**config.mk**
```make
export PLATFORM = sky130hd
export DESIGN_NAME = ingreso_monto
export DESIGN_NICKNAME = d
export VERILOG_FILES = /design/src/rtl/ingreso_monto.sv
export SDC_FILE = /design/constraint.sdc
export NUM_CORES = 1
export LEC_CHECK = 0
export CORE_UTILIZATION = 60
export CTS_CLUSTER_SIZE = 8
export DETAILED_ROUTE_END_ITERATION = 12
export PLACE_DENSITY = 0.83
export SKIP_LAST_GASP = 1
export SYNTH_ARGS = -nofsm -noshare
export SYNTH_HDL_FRONTEND = slang
export SYNTH_SLANG_ARGS = --single-unit
```
**constraint.sdc**
```tcl
create_clock -name clk -period 4.35 [get_ports clk]
set_clock_uncertainty 0.1 [all_clocks]
set_input_delay 0.87 -clock clk [delete_from_list [all_inputs] [get_ports clk]]
set_output_delay 0.87 -clock clk [all_outputs]
set_load 0.02 [all_outputs]
```
**src/rtl/ingreso_monto.sv**
```systemverilog
// Keypad amount entry: collects decimal keys into a BCD buffer with
// backspace/clear, and on Enter converts the buffer to binary one digit
// per cycle (most significant first), then strobes the result on monto.
module ingreso_monto #(
    parameter int MAX_DIGITOS = 9,
    parameter int ANCHO       = 32
) (
    input  logic             clk,
    input  logic             rst,
    input  logic             habilitar,
    input  logic             tecla_stb,
    input  logic [3:0]       tecla,
    output logic [ANCHO-1:0] monto,
    output logic             monto_stb,
    output logic             ocupado,
    output logic [3:0]       cuenta_digitos,
    output logic             desborde
);

    localparam int BUF_W = 4 * MAX_DIGITOS;

    localparam logic [3:0] TECLA_BORRAR  = 4'hA;
    localparam logic [3:0] TECLA_LIMPIAR = 4'hB;
    localparam logic [3:0] TECLA_ENTRAR  = 4'hC;

    typedef enum logic [1:0] {
        ESPERA,
        CAPTURA,
        CONVERSION
    } estado_t;

    estado_t          estado, estado_sig;
    logic [BUF_W-1:0] buffer, buffer_sig;
    logic [3:0]       cuenta, cuenta_sig;
    logic [3:0]       indice, indice_sig;
    logic [ANCHO-1:0] acc, acc_sig;
    logic [ANCHO-1:0] monto_sig;
    logic             stb_sig;
    logic             ocupado_sig;
    logic             desborde_sig;

    logic             tecla_ok;
    logic [3:0]       digito;
    logic [ANCHO-1:0] acc_paso;

    // acc*10 + d, with the x10 built from shifts at ANCHO width
    function automatic logic [ANCHO-1:0] paso_conversion(input logic [ANCHO-1:0] a,
                                                         input logic [3:0]       d);
        return (a << 3) + (a << 1) + ANCHO'(d);
    endfunction

    assign tecla_ok       = tecla_stb && habilitar;
    assign digito         = 4'(buffer >> {indice, 2'b00});
    assign acc_paso       = paso_conversion(acc, digito);
    assign cuenta_digitos = cuenta;

    // Next-state and datapath decode; pulses default low every cycle
    always_comb begin
        estado_sig   = estado;
        buffer_sig   = buffer;
        cuenta_sig   = cuenta;
        indice_sig   = indice;
        acc_sig      = acc;
        monto_sig    = monto;
        stb_sig      = 1'b0;
        ocupado_sig  = ocupado;
        desborde_sig = 1'b0;

        case (estado)
            ESPERA: begin
                if (tecla_ok && tecla <= 4'd9) begin
                    buffer_sig = BUF_W'(tecla);
                    cuenta_sig = 4'd1;
                    estado_sig = CAPTURA;
                end
            end

            CAPTURA: begin
                // Losing habilitar abandons the entry, even with a key present
                if (!habilitar) begin
                    buffer_sig = '0;
                    cuenta_sig = 4'd0;
                    estado_sig = ESPERA;
                end else if (tecla_stb) begin
                    if (tecla <= 4'd9) begin
                        if (cuenta < 4'(MAX_DIGITOS)) begin
                            buffer_sig = (buffer << 4) | BUF_W'(tecla);
                            cuenta_sig = cuenta + 4'd1;
                        end else begin
                            desborde_sig = 1'b1;
                        end
                    end else if (tecla == TECLA_BORRAR) begin
                        buffer_sig = buffer >> 4;
                        cuenta_sig = cuenta - 4'd1;
                        if (cuenta == 4'd1) estado_sig = ESPERA;
                    end else if (tecla == TECLA_LIMPIAR) begin
                        buffer_sig = '0;
                        cuenta_sig = 4'd0;
                        estado_sig = ESPERA;
                    end else if (tecla == TECLA_ENTRAR) begin
                        acc_sig     = '0;
                        indice_sig  = cuenta - 4'd1;
                        ocupado_sig = 1'b1;
                        estado_sig  = CONVERSION;
                    end
                end
            end

            CONVERSION: begin
                acc_sig = acc_paso;
                if (indice == 4'd0) begin
                    monto_sig   = acc_paso;
                    stb_sig     = 1'b1;
                    buffer_sig  = '0;
                    cuenta_sig  = 4'd0;
                    ocupado_sig = 1'b0;
                    estado_sig  = ESPERA;
                end else begin
                    indice_sig = indice - 4'd1;
                end
            end

            default: estado_sig = ESPERA;
        endcase
    end

    // State and datapath registers; reset clears everything including monto
    always_ff @(posedge clk) begin
        if (rst) begin
            estado    <= ESPERA;
            buffer    <= '0;
            cuenta    <= 4'd0;
            indice    <= 4'd0;
            acc       <= '0;
            monto     <= '0;
            monto_stb <= 1'b0;
            ocupado   <= 1'b0;
            desborde  <= 1'b0;
        end else begin
            estado    <= estado_sig;
            buffer    <= buffer_sig;
            cuenta    <= cuenta_sig;
            indice    <= indice_sig;
            acc       <= acc_sig;
            monto     <= monto_sig;
            monto_stb <= stb_sig;
            ocupado   <= ocupado_sig;
            desborde  <= desborde_sig;
        end
    end

endmodule

```
==> results of run 1 <==
[layer usage]
| layer | track usage (%) | wire length [um] | vias up |
|---|---|---|---|
| met1 | 43.2 | 8110 | 3157 |
| met2 | 51.3 | 8510 | 321 |
| met5 | 0 | 0 | - |
| met4 | 11.4 | 321 | 0 |
| met3 | 6.52 | 1450 | 32 |
| li1 | - | - | 3169 |
[power groups by stage]
stage	clock, mW	combinational (mW)	sequential [mW]
2_1_floorplan	0	0.244	1.09
5_1_grt	0.897	0.374	1.07
6_report	0.855	0.338	1.07
3_5_place_dp	0	0.331	1.09
3_3_place_gp	0	0.319	1.09
4_1_cts	0.857	0.334	1.07
[registers in the layout, summed over array words and instances (netlist names)]
signal          cells
acc                31
monto_stb           1
estado              2
buffer             36
desborde            1
cuenta_digitos      4
monto              32
ocupado             1
indice              4
[per-stage QoR]
stage / instance area, sq um / power (mW) / cells / hold WS [ns]
3_3_place_gp: 7470 / 1.41 / 1007 / 0.342
5_1_grt: 7770 / 2.34 / 1023 / 0.385
3_5_place_dp: 7470 / 1.42 / 1007 / 0.348
6_report: 7770 / 2.26 / 1023 / 0.356
4_1_cts: 7770 / 2.26 / 1023 / 0.358
2_1_floorplan: 6960 / 1.33 / 863 / 0.345
[kinds of logic (layout without fill, tap and decap cells)]
kind of cell | after synthesis | in the layout | share of synthesized area, %
AO/OA/AOI/OAI | 264 | 264 | 24.0
XOR/XNOR | 30 | 30 | 3.78
adder cells (fa/ha/maj) | 68 | 68 | 12.4
buffers and inverters | 72 | 92 | 4.15
flip-flops | 112 | 112 | 32.2
multiplexers | 16 | 16 | 3.74
AND/OR/NAND/NOR | 301 | 301 | 19.7
[path summary, 6_finish.rpt]
kind	slack, ns	start	cells past startpoint	end
setup / recovery	0.32	indice[0]	14	monto[28]
setup reg to reg	0.32	indice[0]	14	monto[28]
hold reg to reg	0.36	monto[12]	2	monto[12]
hold / removal	0.36	monto[12]	2	monto[12]
[synth_stat cells, drive strengths merged, types with 3 or more instances]
cell type	number	area share, %
a211oi	7	0.76
a21o	9	0.97
a21oi	98	7.1
a221oi	4	0.50
a22o	8	1.0
a22oi	43	4.6
a31oi	7	0.63
and2	4	0.36
and3	8	0.72
buf	9	0.76
clkbuf	47	2.5
dfxtp	112	32
ha	66	12
inv	15	0.81
mux2i	8	1.2
mux4	8	2.6
nand2	103	5.6
nand2b	5	0.45
nand3	25	1.8
nand4	8	0.72
nor2	83	4.5
nor2b	4	0.36
nor3	40	2.9
nor4	4	0.36
nor4b	3	0.38
o211ai	7	0.76
o21a	8	0.86
o21ai	48	3.5
o31ai	5	0.54
or2	3	0.27
or3	3	0.27
xnor2	10	1.3
xor2	20	2.5
[what timing repair did]
item                                    4_1_cts  5_1_grt
endpoints found under the setup margin        0       25
endpoints found under the hold margin         0        0
resized for setup                             0        3
[worst reg2reg max path: cells and delay by family (launching register included)]
kind | cells | cell delay, ns
simple gates | 2 | 0.42
buf+inv | 1 | 0.20
flops | 1 | 0.43
compound gates | 5 | 1.19
mux | 3 | 0.78
fa+ha+maj | 3 | 0.85
[final cells by class]
class / instances / area, sq um / area share [%]
timing repair buffer: 60 / 561 / 7.21
tap: 140 / 175 / 2.25
clock buffer: 12 / 246 / 3.17
multi-input combinational: 679 / 4430 / 57.0
sequential: 112 / 2240 / 28.9
inverter: 16 / 60.1 / 0.773
clock inverter: 4 / 53.8 / 0.692
==> results.toml, run 1 <==
[cells_and_area]
final_cell_mix = "111 x dfxtp_1, 103 x nand2_1, 98 x a21oi_1"
fillCellCount = 875
nets = 954
diodes = 0
final_common_cell = "dfxtp_1"
area_growth_pct = 11.7
drive_gt1_share_pct = 5.66
final_util_pct = 70.2

[floorplanning]
ios = 47
die_x_um = 110
core_sq_um = 11100
rows = 38
initial_core_util_pct = 62.8
die_h_um = 110
dieArea_sq_um = 12000

[clock_network]
cts_max_level = 3
clk_pin_slew_worst_paths_ns = 0.07
cts_buffers = 9
cts_setup_buffers = 0
numClockSinks = 112
clockBufferDepth = 2
cts_root_buf = "clkbuf_16"
cts_hold_buf = 0
tritoncts = "built"
worstSkewPairLatency_ns = 0.37

[setup_path]
slowest_stage = "mux4_2"
critPathTopFamily = "compound AO/OA/AOI/OAI gates"
critical_path_class = "flop to flop"
required_ns = 4.55
cp_data_arrival_time_ns = 4.23
crit_chain = "buf_4 > mux4_2 > mux2i_1 > o21ai_0 > ha_1 > ha_1 > fa_1 > a21o_1 > a2111oi_1 > o2111a_1 > nor2_1 > mux2i_1 > or3_1 > a21oi_1"
end_kind = "flop"
max_stage_delay_ns = 0.50
cp-start-kind = "flop"
critical_path_buf_inv_count = 1
path_max_fanout = 7

[placement]
gp_congestion = 0.933
dp_slack_ns = 0.163
hpwl_mm = 13.1
io_buffers = 46

[power_and_ir_drop]
ir_worst_vdd_mv = 0.327
clkPwrFrac_pct = 37.8
p_leak_nw = 3.09
seq_power_share_pct = 47.2
p_per_area_nw_per_um2 = 291
intPower_mw = 1.62
p_switching_mw = 0.642
p_comb_share_pct = 15.0
sw_frac_of_total_pct = 28.4

[synthesis]
synth_area_per_cell_sq_um = 8.06
mappedNetlistArea_sq_um = 6960
ys_types = 62
ys_ff_latch = 112
syn_inst = 863
synth_ff_type = "dfxtp_1"
yosysWarnings = 0
synth_async_sr_flop_share_pct = 0
synth_edf_count = 0
synth_seq_area_share_pct = 32.2
synthesis.nets = 939

[timing]
final_max_slew_viol_count = 0
layout_setup_ws_ns = 0.316
hold_viol_final = 0
fmax_ghz = 0.248
worst_pin_slew_ns = 0.801
setup_violations = 0
rsz0062_at_grt = "no"
period_share_pct = 92.7
fin_crit_ns = 4.03
timing.setup.tns_ns = 0
relSlewSlack_pct = 46.6

[route]
dr.first_iter.drc_count = 708
drcViolationCount = 0
wl_per_cell_um = 18.0
ant_nets = 0
routed_wl_mm = 18.4
vias = 6679
vias_per_cell = 6.53
first_pass_iters = 5

[global_routing]
antenna_found_initial = 0
grt_pass1_vias = 6154
track_usage_pct = 32.2
grt_first_pass_wirelength_mm = 30.0
grt.overflow.total = 0
grt_start_max_net_pins = 73

[min_path]
hold_class = "flop to flop"

[flow_run]
cap_violations = 0

[status]
status = "finished, final reports clean"
No activity file was read; power rests on OpenSTA's default activity.
==> run 2, diff against run 1 <==
- CORE_UTILIZATION: 60 -> 62
- CTS_BUF_LIST: default -> sky130_fd_sc_hd__clkbuf_8
- PLACE_DENSITY: 0.83 -> 0.85
==> results.toml, run 2 (synthesis gave the netlist of run 1 again) <==
[placement]
gp_congestion = 0.928
dp_slack_ns = 0.0308
hpwl_mm = 12.8
io_buffers = 46

[timing]
timing.setup.tns_ns = 0
fin_crit_ns = 4.11
layout_setup_ws_ns = 0.240
relSlewSlack_pct = 20.0
worst_pin_slew_ns = 1.20
rsz0062_at_grt = "no"
fmax_ghz = 0.243
holdWs_ns = 0.364
final_max_slew_viol_count = 0
period_share_pct = 94.5
hold_viol_final = 0
setup_violations = 0

[floorplanning]
die_x_um = 108
dieArea_sq_um = 11600
initial_core_util_pct = 63.9
rows = 38
ios = 47
die_h_um = 108
core_sq_um = 10900

[cells_and_area]
diodes = 0
top_regs = "buffer (36), monto (32), acc (31)"
nets = 956
drive_gt1_share_pct = 6.21
regMostFlops = "buffer"
final_util_pct = 70.9
area_growth_pct = 11.0
largest_reg_flops = 36
final_cell_mix = "111 x dfxtp_1, 103 x nand2_1, 98 x a21oi_1"
fillCellCount = 857
final_common_cell = "dfxtp_1"

[min_path]
whs_path_depth = 2
hold_class = "flop to flop"

[clock_network]
tritoncts = "built"
cts_hold_buf = 0
clk_pin_slew_worst_paths_ns = 0.11
cts_max_level = 3
worstSkewPairLatency_ns = 0.41
cts_root_buf = "clkbuf_8"
cts_setup_buffers = 0
clockBufferDepth = 2
numClockSinks = 112
cts_buffers = 9

[route]
dr.first_iter.drc_count = 493
first_pass_iters = 5
routed_wl_mm = 18.0
wl_per_cell_um = 17.6
vias_per_cell = 6.48
vias = 6645
ant_nets = 0
drcViolationCount = 0

[global_routing]
grt_pass1_vias = 6099
grt_first_pass_wirelength_mm = 29.6
grt.overflow.total = 0
antenna_found_initial = 0
grt_start_max_net_pins = 67
track_usage_pct = 32.5

[setup_path]
end_kind = "flop"
required_ns = 4.53
cp_data_arrival_time_ns = 4.29
cp-start-kind = "flop"
path_max_fanout = 6
critical_path_class = "flop to flop"
r2r_cells = 15

[status]
status = "finished, final reports clean"

[flow_run]
cap_violations = 0

[power_and_ir_drop]
ir_worst_vdd_mv = 0.308
p_per_area_nw_per_um2 = 277
p_leak_nw = 3.08
==> run 2: power breakdown <==
group | switching [mW] | total, mW | internal [mW]
Sequential | 0.0219 | 1.07 | 1.04
Combinational | 0.225 | 0.335 | 0.110
Clock | 0.402 | 0.740 | 0.338
==> run 2: repair_timing <==
action,4_1_cts,5_1_grt
endpoints found under the setup margin,1,7
gates resized for setup,1,2
pin swaps,0,0
==> run 2: worst paths after layout <==
check                  from         to  slack [ns]
setup / recovery  indice[0]    acc[30]        0.24
hold / removal    monto[24]  monto[24]        0.36
setup reg to reg  indice[0]    acc[30]        0.24
hold reg to reg   monto[24]  monto[24]        0.36
==> run 2: per-stage QoR <==
step | cell area [sq um] | power [mW] | std cells
after floorplan | 6960 | 1.33 | 863
after global placement | 7480 | 1.41 | 1009
after detailed placement | 7480 | 1.42 | 1009
after CTS | 7720 | 2.14 | 1025
after global routing | 7720 | 2.23 | 1025
final | 7720 | 2.14 | 1025
==> run 2: worst max-delay path, cell delays in order (launching register included) <==
cell	delay (ns)
dfxtp_2	0.42
buf_4	0.20
mux4_2	0.50
mux2i_1	0.15
nor2_1	0.05
a21oi_1	0.19
fa_1	0.45
inv_1	0.11
fa_1	0.23
a21o_1	0.19
a211oi_1	0.09
buf_4	0.16
o311ai_2	0.58
a41o_1	0.29
xnor2_1	0.14
o21ai_0	0.11
==> run 2: cell type report <==
type / instances / area [sq um] / area share [%]
multi-input combinational: 679 / 4440 / 57.5
sequential: 112 / 2240 / 29.0
timing repair buffer: 62 / 576 / 7.45
tap: 140 / 175 / 2.27
clock buffer: 9 / 124 / 1.60
clock inverter: 7 / 109 / 1.41
inverter: 16 / 60.1 / 0.777
==> run 2: routing by layer <==
| metal | vias to the layer above | global-route usage, % | part of all wire [%] |
|---|---|---|---|
| li1 | 3195 | - | - |
| met5 | - | 0 | 0 |
| met2 | 276 | 51.5 | 46 |
| met1 | 3141 | 43.3 | 45 |
| met4 | 0 | 9.98 | 1.9 |
| met3 | 33 | 8.17 | 7.4 |
==> run 3, diff against run 2 <==
- PLACE_DENSITY: 0.85 -> 0.83
==> results.toml, run 3 (synthesis gave the netlist of run 1 again) <==
[cells_and_area]
drive_gt1_share_pct = 5.78
largest_reg_flops = 36
nets = 953
multiInputGateArea_sq_um = 4430
final-seq-area_sq_um = 2240
area_growth_pct = 10.4
regMostFlops = "buffer"
top_regs = "buffer (36), monto (32), acc (31)"
fillCellCount = 879
final_common_cell = "dfxtp_1"
diodes = 0
final_cell_mix = "111 x dfxtp_1, 103 x nand2_1, 98 x a21oi_1"

[timing]
timing.setup.tns_ns = 0
worst_pin_slew_ns = 1.12
fmax_ghz = 0.240
period_share_pct = 95.7
final_max_slew_viol_count = 0
relSlewSlack_pct = 25.1
rsz0062_at_grt = "no"
holdWs_ns = 0.364
setup_violations = 0
hold_viol_final = 0
fin_crit_ns = 4.16

[clock_network]
cts_hold_buf = 0
cts_root_buf = "clkbuf_8"
clockBufferDepth = 2
cts_setup_buffers = 0
numClockSinks = 112
worstSkewPairLatency_ns = 0.41
cts_buffers = 9
clk_pin_slew_worst_paths_ns = 0.12
tritoncts = "built"
cts_max_level = 3

[power_and_ir_drop]
p_comb_share_pct = 16.1
p_per_area_nw_per_um2 = 271
sw_frac_of_total_pct = 31.2
ir_worst_vdd_mv = 0.309
seq_power_share_pct = 51.3
clkPwrFrac_pct = 32.5
p_leak_nw = 3.05
intPower_mw = 1.43
p_switching_mw = 0.649

[status]
status = "finished, final reports clean"

[setup_path]
cp-start-kind = "flop"
critical_path_class = "flop to flop"
cp_data_arrival_time_ns = 4.39
slowest_stage = "mux4_2"
crit_chain = "buf_4 > mux4_2 > mux2i_1 > o21ai_0 > ha_1 > ha_1 > fa_1 > a21o_1 > a2111oi_0 > o2111a_1 > nor2_1 > mux2i_1 > or3_1 > a21oi_1"
end_kind = "flop"
required_ns = 4.58
max_stage_delay_ns = 0.49
path_max_fanout = 8

[placement]
io_buffers = 46
hpwl_mm = 12.5
gp_congestion = 0.925

[floorplanning]
rows = 38
die_h_um = 108
ios = 47
die_x_um = 108
dieArea_sq_um = 11600
initial_core_util_pct = 63.9
core_sq_um = 10900

[flow_run]
cap_violations = 0

[global_routing]
grt_pass1_vias = 6183
grt.overflow.total = 0
track_usage_pct = 32.1
grt_start_max_net_pins = 90
grt_first_pass_wirelength_mm = 29.7
antenna_found_initial = 0

[route]
first_pass_iters = 6
vias = 6545
dr.first_iter.drc_count = 629
routed_wl_mm = 17.5
ant_nets = 0
drcViolationCount = 0
vias_per_cell = 6.40
wl_per_cell_um = 17.2

[min_path]
hold_class = "flop to flop"
run 3: metrics by stage:
stage                     power (mW)  std cells  util (%)  instance area (sq um)  worst slack [ns]
after global routing            2.15       1022      70.5                   7680           0.00596
after detailed placement        1.42       1006      68.5                   7460            0.0772
after global placement          1.41       1006      68.5                   7460             0.207
after floorplan                 1.33        863         -                   6960             0.487
after CTS                       2.08       1022      70.5                   7680            0.0443
final                           2.08       1022      70.5                   7680             0.187
run 3: area by class of cell:
type                            count  share of cell area (%)
Timing Repair Buffer               59                    7.20
Tap cell                          140                    2.28
Multi-Input combinational cell    679                    57.7
Clock buffer                        9                    1.61
Inverter                           16                   0.782
Clock inverter                      7                    1.19
Sequential cell                   112                    29.2
run 3: critical path: cells and delay by family (launching register included):
family / cells / cell delay (ns)
multiplexers: 3 / 0.75
buffers and inverters: 1 / 0.19
AO/OA/AOI/OAI: 5 / 1.28
flip-flops: 1 / 0.47
adder cells (fa/ha/maj): 3 / 0.84
AND/OR/NAND/NOR: 2 / 0.44
run 3: metal layers:
| layer | up-vias | track usage [%] | routed length (um) |
|---|---|---|---|
| met5 | - | 0 | 0 |
| met4 | 0 | 11.7 | 331 |
| met3 | 25 | 6.36 | 1170 |
| met2 | 251 | 50.5 | 8030 |
| met1 | 3099 | 43.6 | 8010 |
| li1 | 3170 | - | - |
run 3: worst paths after layout:
| path | end | slack (ns) | depth (start not counted) | start |
|---|---|---|---|---|
| hold / removal | monto[12] | 0.36 | 2 | monto[12] |
| setup / recovery | monto[28] | 0.19 | 14 | indice[0] |
| hold reg to reg | monto[12] | 0.36 | 2 | monto[12] |
| setup reg to reg | monto[28] | 0.19 | 14 | indice[0] |
run 3: power groups by stage:
stage / sequential [mW] / clock, mW / combinational [mW]
floorplan: 1.09 / 0 / 0.244
CTS: 1.07 / 0.686 / 0.329
finish: 1.07 / 0.678 / 0.336
global route: 1.07 / 0.716 / 0.366
detailed placement: 1.09 / 0 / 0.327
global placement: 1.09 / 0 / 0.317
run 3: what timing repair did:
item / 4_1_cts / 5_1_grt
hold endpoints to repair: 0 / 0
endpoints found under the setup margin: 0 / 12
resized for setup: 0 / 1
==> variant 1, RTL diff (flow settings as in run 3) <==
`MAX_DIGITOS`: 9 -> 18.
--- a/src/rtl/ingreso_monto.sv
+++ b/src/rtl/ingreso_monto.sv
@@ -3,5 +3,5 @@
 // per cycle (most significant first), then strobes the result on monto.
 module ingreso_monto #(
-    parameter int MAX_DIGITOS = 9,
+    parameter int MAX_DIGITOS = 18,
     parameter int ANCHO       = 32
 ) (
Function: changed (Yosys sat finds a counterexample within 4 cycles, from zero or initial values and one cycle with rst high).
==> variant 1 against run 3 <==
  * Worst setup slack got worse by 0.022 ns
  * Routed wire length rose by 17%
  * Sequential cell count rose by 36
  * Area after synthesis rose by 25%
  * Final area rose by 26%
  * Critical endpoint is now acc[26]
Power is not compared: it rests on default switching activity, and its combinational part moved more than twofold at a synthesized area within 25%.
==> variant 1: results (changes against run 3) <==
| Metric | Value |
|---|---|
| Post-detailed-placement half-perimeter wirelength | 13900 um (+11%) |
| Worst Tran Pin Value | 0.870 ns (-0.254 ns) |
| Top FF cell, synth | dfxtp_1 |
| Layout cells sized above 1 | 0.0895 (+0.0316) |
| Ys async rst share | 0 (unchanged) |
| GRT Total Usage | 0.295 (-0.0257) |
| Vias in the first global route | 7261 (+17%) |
| Post-synth top cells | 148 x dfxtp_1, 128 x a21oi_1, 111 x nor2_1, 93 x nand2_1, 78 x a22oi_1 |
| Leak pwr | 3.66 nW |
| Clock Tree Buf Depth | 2 (unchanged) |
| IO buf count | 46 (unchanged) |
| Yosys warns | 0 (unchanged) |
| Top Registers | buffer (72), monto (32), acc (31) |
| Status | finished, final reports clean |
| Detailed Routing Iterations Pass 1 | 5 (-1) |
| Worst-skew pair later-pin latency | 0.46 ns (+0.05 ns) |
| Worst Setup SP | indice[0] |
| Initial DRC Count | 510 (-19%) |
| Root Driver | clkbuf_8 |
| # fillers | 1079 (+23%) |
| Initial antenna violation count | 0 (unchanged) |
| Max FO, Critical Path | 8 (unchanged) |
| Routed vias | 7787 (+19%) |
| Register area share after synthesis | 0.342 (+0.0197) |
| First-pass GRT wire length | 34600 um (+16%) |
| Hold path startpoint | monto[10] |
| Synth cell types | 63 (+1.6%) |
| Gpl congestion | 0.937 (+1.3%) |
| Max VDD drop | 0.255 mV |
| Inserted Diodes | 0 (unchanged) |
| Largest net degree at the start of global routing | 111 (+23%) |
| Critical path arrival | 4.42 ns (+0.03 ns) |
| Wirelength per Cell | 16.6 um (-3.1%) |
| Final #Nets | 1126 (+18%) |
| Worst hold path class | reg2reg |
| CTS clock-pin slew for the worst setup and hold paths | 0.08 ns (-0.04 ns) |
| H-Tree Depth | 4 (+1) |
| Top cells by area, synth | dfxtp_1 34%, ha_1 9.5%, a21oi_1 7.4%, a22oi_1 6.8%, mux4_2 5.2% |
| CTS Buf Count | 17 (+8) |
==> variant 1: logic make-up (layout without fill, tap and decap cells) <==
family / Yosys count / count (layout) / synth area share
AO/OA/AOI/OAI: 324 / 324 / 0.243
multiplexers: 23 / 23 / 0.0555
AND/OR/NAND/NOR: 343 / 343 / 0.178
buffers and inverters: 106 / 125 / 0.0506
XOR/XNOR: 31 / 31 / 0.0313
flip-flops: 148 / 148 / 0.342
adder cells (fa/ha/maj): 68 / 68 / 0.100
==> variant 1: repair_timing <==
action / CTS / global route
setup endpoints to repair: 2 / 15
buffers inserted: 0 / 4
cloned: 0 / 1
gates resized for setup: 1 / 5
endpoints found under the hold margin: 0 / 0
pin swaps: 0 / 5
==> variant 1: worst max-delay path: stages, from the launching register on <==
cell and delay, ns:
dfxtp_4 0.38, buf_12 0.14, mux4_2 0.49, mux4_2 0.48, ha_1 0.29, ha_1 0.23, fa_2 0.38, a21oi_2 0.18
o22ai_2 0.11, a211oi_2 0.31, o21ai_2 0.13, a32oi_2 0.30, buf_4 0.18, o21ai_0 0.09, xnor2_1 0.19, o21ai_0 0.08
==> variant 1: worst paths after layout <==
kind,endpoint,cells after the start,slack [ns]
hold reg to reg,monto[10],2,0.36
setup / recovery,acc[26],15,0.16
hold / removal,monto[10],2,0.36
setup reg to reg,acc[26],15,0.16
==> variant 1: power by group <==
| group | switching (mW) | internal, mW |
|---|---|---|
| clock | 0.512 | 0.603 |
| combinational | 0.507 | 0.227 |
| sequential | 0.0344 | 1.38 |
| total | 1.05 | 2.21 |
==> variant 1: stage by stage <==
stage               instance area [um^2]  power, mW  std cells  worst slack, ns
floorplan                           8670       2.00       1043           0.0248
global placement                    9210       2.15       1202           0.0452
detailed placement                  9210       2.16       1202          0.00910
CTS                                 9620       3.26       1233           0.0638
global route                        9690       3.40       1238          -0.0118
finish                              9690       3.27       1238            0.165
==> variant 1: final cells by class <==
cell class | count | share of cell area
Multi-Input combinational cell | 789 | 0.547
Sequential cell | 148 | 0.306
Timing Repair Buffer | 70 | 0.0728
Clock buffer | 20 | 0.0284
Tap cell | 176 | 0.0227
Clock inverter | 11 | 0.0139
Inverter | 24 | 0.00929
==> variant 1: layer usage <==
metal,global-route usage,routed length (um),up-vias
met1,0.390,9260,3688
met2,0.492,9870,255
li1,-,-,3816
met4,0.0734,240,0
met3,0.0613,1220,28
met5,0,0,-
==> variant 2, RTL diff (settings of run 3) <==
Made on the original files. Take the reset off `buffer` and load it in a clocked block of its own.
--- a/src/rtl/ingreso_monto.sv
+++ b/src/rtl/ingreso_monto.sv
@@ -129,5 +129,4 @@
         if (rst) begin
             estado    <= ESPERA;
-            buffer    <= '0;
             cuenta    <= 4'd0;
             indice    <= 4'd0;
@@ -139,5 +138,4 @@
         end else begin
             estado    <= estado_sig;
-            buffer    <= buffer_sig;
             cuenta    <= cuenta_sig;
             indice    <= indice_sig;
@@ -150,4 +148,8 @@
     end
 
+    always_ff @(posedge clk) begin
+        buffer <= buffer_sig;
+    end
+
 endmodule
 
Formal check against the unedited RTL: same outputs for any inputs over 4 cycles, from zero or initial values and one cycle with rst high; that may be too few to reach the edited logic, so the function may still have changed.
==> variant 2 against run 3 <==
  * Sequential cell count unchanged
  * Routed wire length up 8.3%
  * Area after synthesis up 1.9%
  * Final cell count down 6.2%
  * Worst setup slack better by 0.031 ns
  * Final area up 1.7%
  * Total power up 5.3%
  * Die area up 1.9%
  * Largest cell class unchanged
==> variant 2: results (changes against run 3) <==
| Metric | Value |
|---|---|
| Max FO, Critical Path | 4 (-4) |
| Wirelength per Cell | 19.8 um (+15%) |
| Leak pwr | 3.10 nW (+1.7%) |
| Status | finished, final reports clean |
| Sw power | 0.682 mW (+5.0%) |
| Final #Nets | 890 (-6.6%) |
| XOR/XNOR Fraction of Synth Area | 0.0296 (-0.00813) |
| Vias in the first global route | 6064 (-1.9%) |
| Largest stage delay, worst path | 0.52 ns (+0.03 ns) |
| Top cells by area, synth | dfxtp_1 21%, edfxtp_1 15%, ha_1 12%, a21oi_1 4.4%, a22oi_1 4.2% |
| Register area share after synthesis | 0.367 (+0.0447) |
| Pre-CTS setup slack | 0.256 ns (+0.179 ns) |
| Max VDD drop | 0.302 mV (-2.1%) |
| Routed vias | 6381 (-2.5%) |
| Adder-cell share of the synthesized area | 0.122 (-0.00237) |
| Critical path arrival | 4.34 ns (-0.05 ns) |
| Initial DRC Count | 685 (+8.9%) |
| Gpl congestion | 0.927 (+0.24%) |
| Synth cell types | 77 (+24%) |
| Post-detailed-placement half-perimeter wirelength | 13600 um (+8.7%) |
| First-pass GRT wire length | 30300 um (+2.2%) |
| Post-synth top cells | 80 x nand2_1, 77 x nor2_1, 76 x dfxtp_1, 66 x ha_1, 62 x a21oi_1 |
| Syn_nets | 868 (-7.6%) |
| Max_slew headroom | 0.391 (+0.140) |
| Number of synthesized flops with an enable pin | 36 (+36) |
[variant 2: cell types whose count changed in the layout (fill, tap and decap cells not counted), sizes merged, moves of 22 or more]
cell / change
a21oi: -34
edfxtp: +36
nand2: -22
nor3: -26
dfxtp: -36
[variant 2: path summary, 6_finish.rpt]
| check | slack (ns) | end | startpoint |
|---|---|---|---|
| hold / removal | 0.36 | monto[13] | monto[13] |
| hold reg to reg | 0.36 | monto[13] | monto[13] |
| setup / recovery | 0.22 | acc[27] | indice[0] |
| setup reg to reg | 0.22 | acc[27] | indice[0] |
[variant 2: tightest hold or removal path, cell delays in order (launching register included)]
cell	delay [ns]
dfxtp_1	0.32
nand2_1	0.05
a21oi_1	0.05
[variant 2: kinds of logic (layout without fill, tap and decap cells)]
family | after synthesis | in the layout
fa+ha+maj | 68 | 68
mux | 16 | 16
compound gates | 238 | 238
xor+xnor | 24 | 24
simple gates | 266 | 266
buf+inv | 68 | 95
flops | 112 | 112
[variant 2: final cells by class]
class / instances / share of cell area
well taps: 140 / 0.0224
flip-flops and latches: 112 / 0.333
multi-input cells: 612 / 0.540
repair buffers: 58 / 0.0698
inverters: 21 / 0.0101
clock buffers: 9 / 0.0159
clock inverters: 7 / 0.00817
[variant 2: stage by stage]
step           instances   util  instance area, um^2
2_1_floorplan        792      -                 7090
6_report             959  0.711                 7810
5_1_grt              959  0.711                 7810
3_3_place_gp         943  0.694                 7620
4_1_cts              959  0.711                 7810
3_5_place_dp         943  0.694                 7620
[variant 2: power groups by stage]
stage	Clock, mW	Sequential [mW]	Combinational [mW]
floorplan	0	1.23	0.222
global placement	0	1.25	0.306
detailed placement	0	1.25	0.316
CTS	0.638	1.23	0.319
global route	0.675	1.24	0.350
finish	0.634	1.23	0.326
[variant 2: per-layer routing]
layer	GRT usage	vias up	wire [um]
li1	-	2990	-
met1	0.450	3004	8050
met2	0.517	350	8730
met3	0.0956	37	1910
met4	0.0994	0	305
met5	0	-	0
